$ cat config.mk
export PLATFORM = sky130hd
export DESIGN_NAME = uart_tx_flat
export DESIGN_NICKNAME = d
export VERILOG_FILES = /design/src/rtl/uart_tx_pkg.sv /design/src/rtl/uart_tx_if.sv /design/src/rtl/uart_tx_fifo.sv /design/src/rtl/uart_tx.sv /design/src/flat_wrapper.sv
export SDC_FILE = /design/constraint.sdc
export NUM_CORES = 1
export LEC_CHECK = 0
export CAP_MARGIN = 10
export CORE_MARGIN = 4
export CORE_UTILIZATION = 31
export CTS_CLUSTER_SIZE = 28
export DETAILED_ROUTE_END_ITERATION = 6
export GPL_TIMING_DRIVEN = 0
export PLACE_DENSITY = 0.49
export SETUP_SLACK_MARGIN = 0.3
export SLEW_MARGIN = 20
export SYNTH_ARGS = -nofsm -noshare
export SYNTH_HDL_FRONTEND = slang
export SYNTH_SLANG_ARGS = --single-unit
$ cat constraint.sdc
create_clock -name i_clk -period 5.5 [get_ports i_clk]
set_input_delay 0.825 -clock i_clk [delete_from_list [all_inputs] [get_ports i_clk]]
set_output_delay 0.825 -clock i_clk [all_outputs]
set_load 0.01 [all_outputs]
$ cat src/rtl/uart_tx_pkg.sv
// Shared definitions for the serial link transmitter.
// Holds the FSM state encoding, which uses the same values as the receiver,
// the default line settings, and small helpers for baud derivation and parity.
package uart_tx_pkg;

  typedef enum logic [2:0] {
    ST_IDLE   = 3'd0,
    ST_START  = 3'd1,
    ST_DATA   = 3'd2,
    ST_PARITY = 3'd3,
    ST_STOP   = 3'd4
  } tx_state_e;

  localparam int unsigned DEF_CLK_FREQ  = 32'd25_000_000;
  localparam int unsigned DEF_BAUD_RATE = 32'd9600;

  // Clock cycles per bit period, truncated (2604 at the defaults).
  function automatic int unsigned clks_per_baud(input int unsigned clk_freq,
                                                input int unsigned baud_rate);
    return clk_freq / baud_rate;
  endfunction

  // Even parity bit: makes the total count of ones (data + parity) even.
  function automatic logic even_parity(input logic [7:0] d);
    return ^d;
  endfunction

endpackage

$ cat src/rtl/uart_tx_if.sv
// Byte-side bus of the transmitter.
//   wr    : write strobe, byte accepted on a clock edge where wr=1 and full=0
//   data  : byte to send, sampled with wr
//   full  : FIFO full, writes while full are dropped
//   busy  : FIFO non-empty or a frame on the line
//   tx    : serial line, idles high
interface uart_tx_if;
  logic       wr;
  logic [7:0] data;
  logic       full;
  logic       busy;
  logic       tx;

  modport master (output wr, data, input full, busy, tx);
  modport slave  (input wr, data, output full, busy, tx);
endinterface

$ cat src/rtl/uart_tx_fifo.sv
// Count-based synchronous FIFO, reusable for a receive buffer.
//   i_clk, rst : clock, synchronous active-low reset
//   push/wdata : write request and data (ignored while full)
//   pop/rdata  : read request (ignored while empty); rdata shows the head
//   full/empty : compares on the registered occupancy count
//   count      : registered occupancy, 0..2**AW
module uart_tx_fifo #(
  parameter int AW = 2,
  parameter int DW = 8
) (
  input  logic          i_clk,
  input  logic          rst,
  input  logic          push,
  input  logic [DW-1:0] wdata,
  input  logic          pop,
  output logic [DW-1:0] rdata,
  output logic          full,
  output logic          empty,
  output logic [AW:0]   count
);

  localparam int DEPTH = 1 << AW;

  logic [DW-1:0] mem_r [DEPTH];
  logic [AW-1:0] wr_ptr_r;
  logic [AW-1:0] rd_ptr_r;
  logic [AW:0]   count_r;
  logic          push_ok_s;
  logic          pop_ok_s;

  assign full      = (count_r == (AW+1)'(DEPTH));
  assign empty     = (count_r == (AW+1)'(0));
  assign count     = count_r;
  assign rdata     = mem_r[rd_ptr_r];
  assign push_ok_s = push && !full;
  assign pop_ok_s  = pop && !empty;

  // Pointer and occupancy bookkeeping; pointers wrap naturally at 2**AW.
  always_ff @(posedge i_clk) begin
    if (!rst) begin
      wr_ptr_r <= '0;
      rd_ptr_r <= '0;
      count_r  <= '0;
    end else begin
      if (push_ok_s) wr_ptr_r <= wr_ptr_r + AW'(1);
      if (pop_ok_s)  rd_ptr_r <= rd_ptr_r + AW'(1);
      case ({push_ok_s, pop_ok_s})
        2'b10:   count_r <= count_r + (AW+1)'(1);
        2'b01:   count_r <= count_r - (AW+1)'(1);
        default: count_r <= count_r;
      endcase
    end
  end

  // Storage array; contents need no reset since count gates every read.
  always_ff @(posedge i_clk) begin
    if (push_ok_s) mem_r[wr_ptr_r] <= wdata;
  end

endmodule

$ cat src/rtl/uart_tx.sv
// UART transmitter: 8 data bits LSB first, optional even parity, 1 stop bit.
// Bytes are queued in a small FIFO and serialised onto bus.tx.
//   i_clk : system clock, all logic on posedge
//   rst   : synchronous active-low reset; aborts any frame and flushes the FIFO
//   bus   : slave side of uart_tx_if (wr/data in, full/busy/tx out)
// The line flop is loaded from the level of the *current* state, so the line
// trails the FSM by one clock: a write into an idle, empty block shows the
// start bit two clocks after the write edge (enqueue, then IDLE pop).
module uart_tx
  import uart_tx_pkg::*;
#(
  parameter int unsigned CLK_FREQ  = DEF_CLK_FREQ,
  parameter int unsigned BAUD_RATE = DEF_BAUD_RATE,
  parameter bit          PARITY_EN = 1'b0,
  parameter int          FIFO_AW   = 2
) (
  input logic     i_clk,
  input logic     rst,
  uart_tx_if.slave bus
);

  localparam int unsigned CPB = clks_per_baud(CLK_FREQ, BAUD_RATE);
  localparam int          CW  = (CPB > 1) ? $clog2(CPB) : 1;

  tx_state_e        state_r, state_n;
  logic [CW-1:0]    baud_cnt_r;
  logic [2:0]       bit_cnt_r;
  logic [7:0]       shreg_r;
  logic             par_r;
  logic             tx_r;
  logic             busy_r;
  logic             line_s;
  logic             baud_wrap_s;
  logic             push_s;
  logic             pop_s;
  logic             full_s;
  logic             empty_s;
  logic [7:0]       head_s;
  logic [FIFO_AW:0] count_s;
  logic [FIFO_AW:0] cnt_n;

  assign baud_wrap_s = (baud_cnt_r == CW'(CPB - 1));
  assign push_s      = bus.wr && !full_s;
  assign pop_s       = (state_r == ST_IDLE) && !empty_s;

  assign bus.full = full_s;
  assign bus.busy = busy_r;
  assign bus.tx   = tx_r;

  uart_tx_fifo #(.AW(FIFO_AW), .DW(8)) u_fifo (
    .i_clk (i_clk),
    .rst   (rst),
    .push  (push_s),
    .wdata (bus.data),
    .pop   (pop_s),
    .rdata (head_s),
    .full  (full_s),
    .empty (empty_s),
    .count (count_s)
  );

  // FIFO occupancy after this edge, used so busy rises the cycle after a write.
  always_comb begin
    case ({push_s, pop_s})
      2'b10:   cnt_n = count_s + (FIFO_AW+1)'(1);
      2'b01:   cnt_n = count_s - (FIFO_AW+1)'(1);
      default: cnt_n = count_s;
    endcase
  end

  // Next-state logic and the line level belonging to the current state.
  always_comb begin
    state_n = state_r;
    line_s  = 1'b1;
    case (state_r)
      ST_IDLE: begin
        line_s = 1'b1;
        if (pop_s) state_n = ST_START;
        else       state_n = ST_IDLE;
      end
      ST_START: begin
        line_s = 1'b0;
        if (baud_wrap_s) state_n = ST_DATA;
        else             state_n = ST_START;
      end
      ST_DATA: begin
        line_s = shreg_r[0];
        if (baud_wrap_s && (bit_cnt_r == 3'd7)) begin
          if (PARITY_EN) state_n = ST_PARITY;
          else           state_n = ST_STOP;
        end else begin
          state_n = ST_DATA;
        end
      end
      ST_PARITY: begin
        line_s = par_r;
        if (baud_wrap_s) state_n = ST_STOP;
        else             state_n = ST_PARITY;
      end
      ST_STOP: begin
        line_s = 1'b1;
        if (baud_wrap_s) state_n = ST_IDLE;
        else             state_n = ST_STOP;
      end
      default: begin
        line_s  = 1'b1;
        state_n = ST_IDLE;
      end
    endcase
  end

  // State register, baud/bit counters, shift register, parity and output flops.
  always_ff @(posedge i_clk) begin
    if (!rst) begin
      state_r    <= ST_IDLE;
      baud_cnt_r <= '0;
      bit_cnt_r  <= 3'd0;
      shreg_r    <= 8'h00;
      par_r      <= 1'b0;
      tx_r       <= 1'b1;
      busy_r     <= 1'b0;
    end else begin
      state_r <= state_n;
      tx_r    <= line_s;
      busy_r  <= (state_n != ST_IDLE) || (cnt_n != (FIFO_AW+1)'(0));
      // Counter sits at 0 in IDLE so START always gets a full bit period.
      if ((state_r == ST_IDLE) || baud_wrap_s) baud_cnt_r <= '0;
      else                                     baud_cnt_r <= baud_cnt_r + CW'(1);
      if (pop_s) begin
        shreg_r   <= head_s;
        par_r     <= even_parity(head_s);
        bit_cnt_r <= 3'd0;
      end else if ((state_r == ST_DATA) && baud_wrap_s) begin
        shreg_r   <= {1'b0, shreg_r[7:1]};
        bit_cnt_r <= bit_cnt_r + 3'd1;
      end
    end
  end

endmodule

$ cat src/flat_wrapper.sv
// flat-port wrapper written by rule: the top's interface ports become plain ports
module uart_tx_flat import uart_tx_pkg::*;
#(
  parameter int unsigned CLK_FREQ  = DEF_CLK_FREQ,
  parameter int unsigned BAUD_RATE = DEF_BAUD_RATE,
  parameter bit          PARITY_EN = 1'b0,
  parameter int          FIFO_AW   = 2
)
  (i_clk, rst, bus_wr, bus_data, bus_full, bus_busy, bus_tx);
  uart_tx_if bus_i ();
  input logic i_clk;
  input logic rst;
  input wire logic [$bits(bus_i.wr)-1:0] bus_wr;
  input wire logic [$bits(bus_i.data)-1:0] bus_data;
  output wire logic [$bits(bus_i.full)-1:0] bus_full;
  output wire logic [$bits(bus_i.busy)-1:0] bus_busy;
  output wire logic [$bits(bus_i.tx)-1:0] bus_tx;
  assign bus_i.wr = bus_wr;
  assign bus_i.data = bus_data;
  assign bus_full = bus_i.full;
  assign bus_busy = bus_i.busy;
  assign bus_tx = bus_i.tx;
  uart_tx #(.CLK_FREQ(CLK_FREQ), .BAUD_RATE(BAUD_RATE), .PARITY_EN(PARITY_EN), .FIFO_AW(FIFO_AW)) u_core (.i_clk(i_clk), .rst(rst), .bus(bus_i));
endmodule
==> flow_metrics.py <==
metrics = {
    "status": {
        "status": "complete, no violations",
    },
    "finish": {
        "final_nets": 300,
        "final_cell_mix": "dfxtp_1, edfxtp_1, nor2_1",
        "layout-drive-gt1-share": 0.117,
        "final_common_cell": "dfxtp_1",
        "nFillCells": 928,
        "area_growth_pct": 15.7,
        "insertedDiodeCount": 0,
    },
    "cts": {
        "cts_setup_buffers": 0,
        "insertion_delay_ns": 0.34,
        "clk_path_buf_depth": 2,
        "holdBufCountCts": 0,
        "cts.sinks": 70,
        "numCtsBuffers": 9,
        "clockRootBuffer": "clkbuf_8",
        "h-tree-depth": 3,
        "cts_tree": "done",
        "clk_pin_slew_ns": 0.08,
        "ctsResizeCount": 0,
    },
    "global_route": {
        "gr-total-overflow": 0,
        "grt_util_all_layers": 0.0968,
        "grt_max_degree": 16,
        "grt_pass1_vias": 1780,
        "grt_pass1_wl_um": 8600,
        "antenna_found_initial": 0,
    },
    "synth": {
        "dominantRegCellSynth": "dfxtp_1",
        "syn_area_um2": 3040,
        "async_reset_ff_frac": 0,
        "synth_cells": 252,
        "synth-edff-count": 32,
        "synth.net_count": 276,
        "yosysSeqAreaShare": 0.566,
        "ys_warn_count": 0,
        "yosysUniqueCellTypes": 45,
        "yosys.area.top_type": "edfxtp_1",
        "avgSynthCellArea_um2": 12.1,
        "synth_area_leaders": "edfxtp_1, dfxtp_1, mux4_2",
        "ys_ff_latch": 70,
        "netlist.area_leader.share": 0.316,
    },
    "setup_path": {
        "worstSetupEndpointType": "flip-flop",
        "timing.rr.end": "u_core.bus.busy",
        "path_class": "input pin to flip-flop",
        "startpoint_type": "input pin",
        "path_max_fanout": 9,
        "reg2reg_depth": 12,
        "crit_arrival_ns": 3.21,
        "worstPathRequired_ns": 5.72,
        "reg2reg_from": "u_core.u_fifo.count[0]",
        "reg2reg_slack_ns": 2.57,
    },
    "die": {
        "initial_core_util": 0.323,
        "die_h_um": 107,
        "rows": 35,
        "dieArea_um2": 11500,
        "fp.coreArea_um2": 9420,
        "io_pins": 14,
        "fp.dieW_um": 107,
    },
    "placement": {
        "hpwl_um": 3470,
        "gp_congestion": 0.689,
        "dp_slack_ns": 2.18,
        "portBuffers": 13,
    },
    "sta": {
        "rsz0062_at_grt": "no",
        "period_needed_ns": 2.99,
        "relSlewSlack": 0.726,
        "layout_setup_ws_ns": 2.51,
        "hold_viol": 0,
        "tightest_slew_ns": 0.401,
        "finalSetupTns_ns": 0,
        "period_share": 0.544,
        "maxSlewViolCount": 0,
        "setup_violations": 0,
        "fmax_ghz": 0.334,
        "skew_ns": 0.0139,
    },
    "routing": {
        "drt-total-wl_um": 4980,
        "ant_nets": 0,
        "first_pass_iters": 4,
        "vias": 1791,
        "post_drt_wl_per_cell_um": 12.2,
        "initialDrtViolationCount": 48,
        "viasPerCell": 4.37,
        "drc_errors": 0,
    },
    "worst_hold_path": {
        "hp-start": "u_core.baud_cnt_r[0]",
        "hold-path-cell-count": 1,
        "hold_class": "flip-flop to flip-flop",
        "min_to": "u_core.baud_cnt_r[0]",
    },
    "power": {
        "peakVddDrop_mv": 0.158,
        "powerDensity_nw_per_um2": 459,
        "leakage_nw": 1.18,
    },
    "flow_run": {
        "max_cap_viol_count": 0,
    },
}
routing by layer:
layer	routed length [um]	GRT usage
met5	0	0
met4	57	0.0356
met3	165	0.0337
met2	2280	0.151
met1	2480	0.123
state kept, by name, summed over array words and instances, names as in the netlist, named ones only:
register and count:
u_core.bit_cnt_r 3, u_core.bus.tx 1, u_core.state_r 3, u_core.shreg_r 8
u_core.par_r 1, u_core.bus.busy 1, u_core.u_fifo.rd_ptr_r 2, u_core.u_fifo.count 3
u_core.baud_cnt_r 12, u_core.u_fifo.wr_ptr_r 2, u_core.u_fifo.mem_r 32
cell families (layout without fill, tap and decap cells):
group,count (synthesis),in the layout,share of synthesized area
buffers and inverters,22,51,0.0316
DFF,70,70,0.566
and+or+nand+nor,75,75,0.132
AOI/OAI and AO/OA,31,31,0.0588
muxes,18,18,0.0921
xor gates and xnor gates,23,23,0.0662
adders and majority gates,13,13,0.0534
cells in the mapped netlist, types with 2 or more instances:
cell      instances
mux4_2            8
inv_1            11
o21ai_0          11
mux2i_1          10
nand3b_1          2
nand4_1           2
nor3b_1           3
nor3_1            4
nor2_1           25
edfxtp_1         32
xor2_1            4
ha_1             13
nand2b_1          3
xnor2_1          19
dfxtp_1          38
a21oi_1          11
and2_1           12
nand3_1           4
clkbuf_1          5
nor2b_1           2
nand2_1           9
power breakdown:
group | internal (mW) | total [mW] | switching (mW)
Combinational | 0.261 | 0.553 | 0.292
Sequential | 0.634 | 0.674 | 0.0398
Clock | 0.174 | 0.391 | 0.217
worst max-delay path by stage:
stage | start | end | slack [ns]
2_1_floorplan | u_core.u_fifo.count[0] | u_core.bus.busy | 2.95
3_5_place_dp | bus_wr | u_core.bus.busy | 2.18
6_report | bus_wr | u_core.bus.busy | 2.51
3_3_place_gp | bus_wr | u_core.bus.busy | 2.21
4_1_cts | bus_wr | u_core.bus.busy | 2.53
5_1_grt | u_core.state_r[0] | u_core.bus.busy | 2.34
worst max-delay path, cell delays in order:
cell and delay (ns):
clkdlybuf4s50_1 0.44, nor2b_1 0.11, clkbuf_1 0.34, inv_1 0.12
ha_1 0.25, nor3_1 0.19, a211oi_1 0.07, a2111oi_0 0.42
nor3_1 0.12, o31a_1 0.30
per-stage QoR:
stage          power [mW]   util  hold WS, ns  std cells  instance area [um2]
6_report             1.62  0.374        0.466        410                 3520
5_1_grt              1.74  0.374        0.508        410                 3520
4_1_cts              1.65  0.374        0.473        410                 3520
3_5_place_dp         1.24  0.354        0.453        394                 3340
3_3_place_gp         1.25  0.354        0.444        394                 3340
2_1_floorplan        1.11      -        0.426        252                 3040
cell type report:
type | count | area, um2 | share of cell area
flip-flops and latches | 70 | 1720 | 0.489
multi-input cells | 160 | 1230 | 0.348
well taps | 129 | 161 | 0.0458
repair buffers | 13 | 130 | 0.0369
clock buffers | 9 | 124 | 0.0352
clock inverters | 7 | 63.8 | 0.0181
plain buffers | 10 | 51.3 | 0.0146
inverters | 12 | 45.0 | 0.0128
Power figures use the tool's default switching activity.
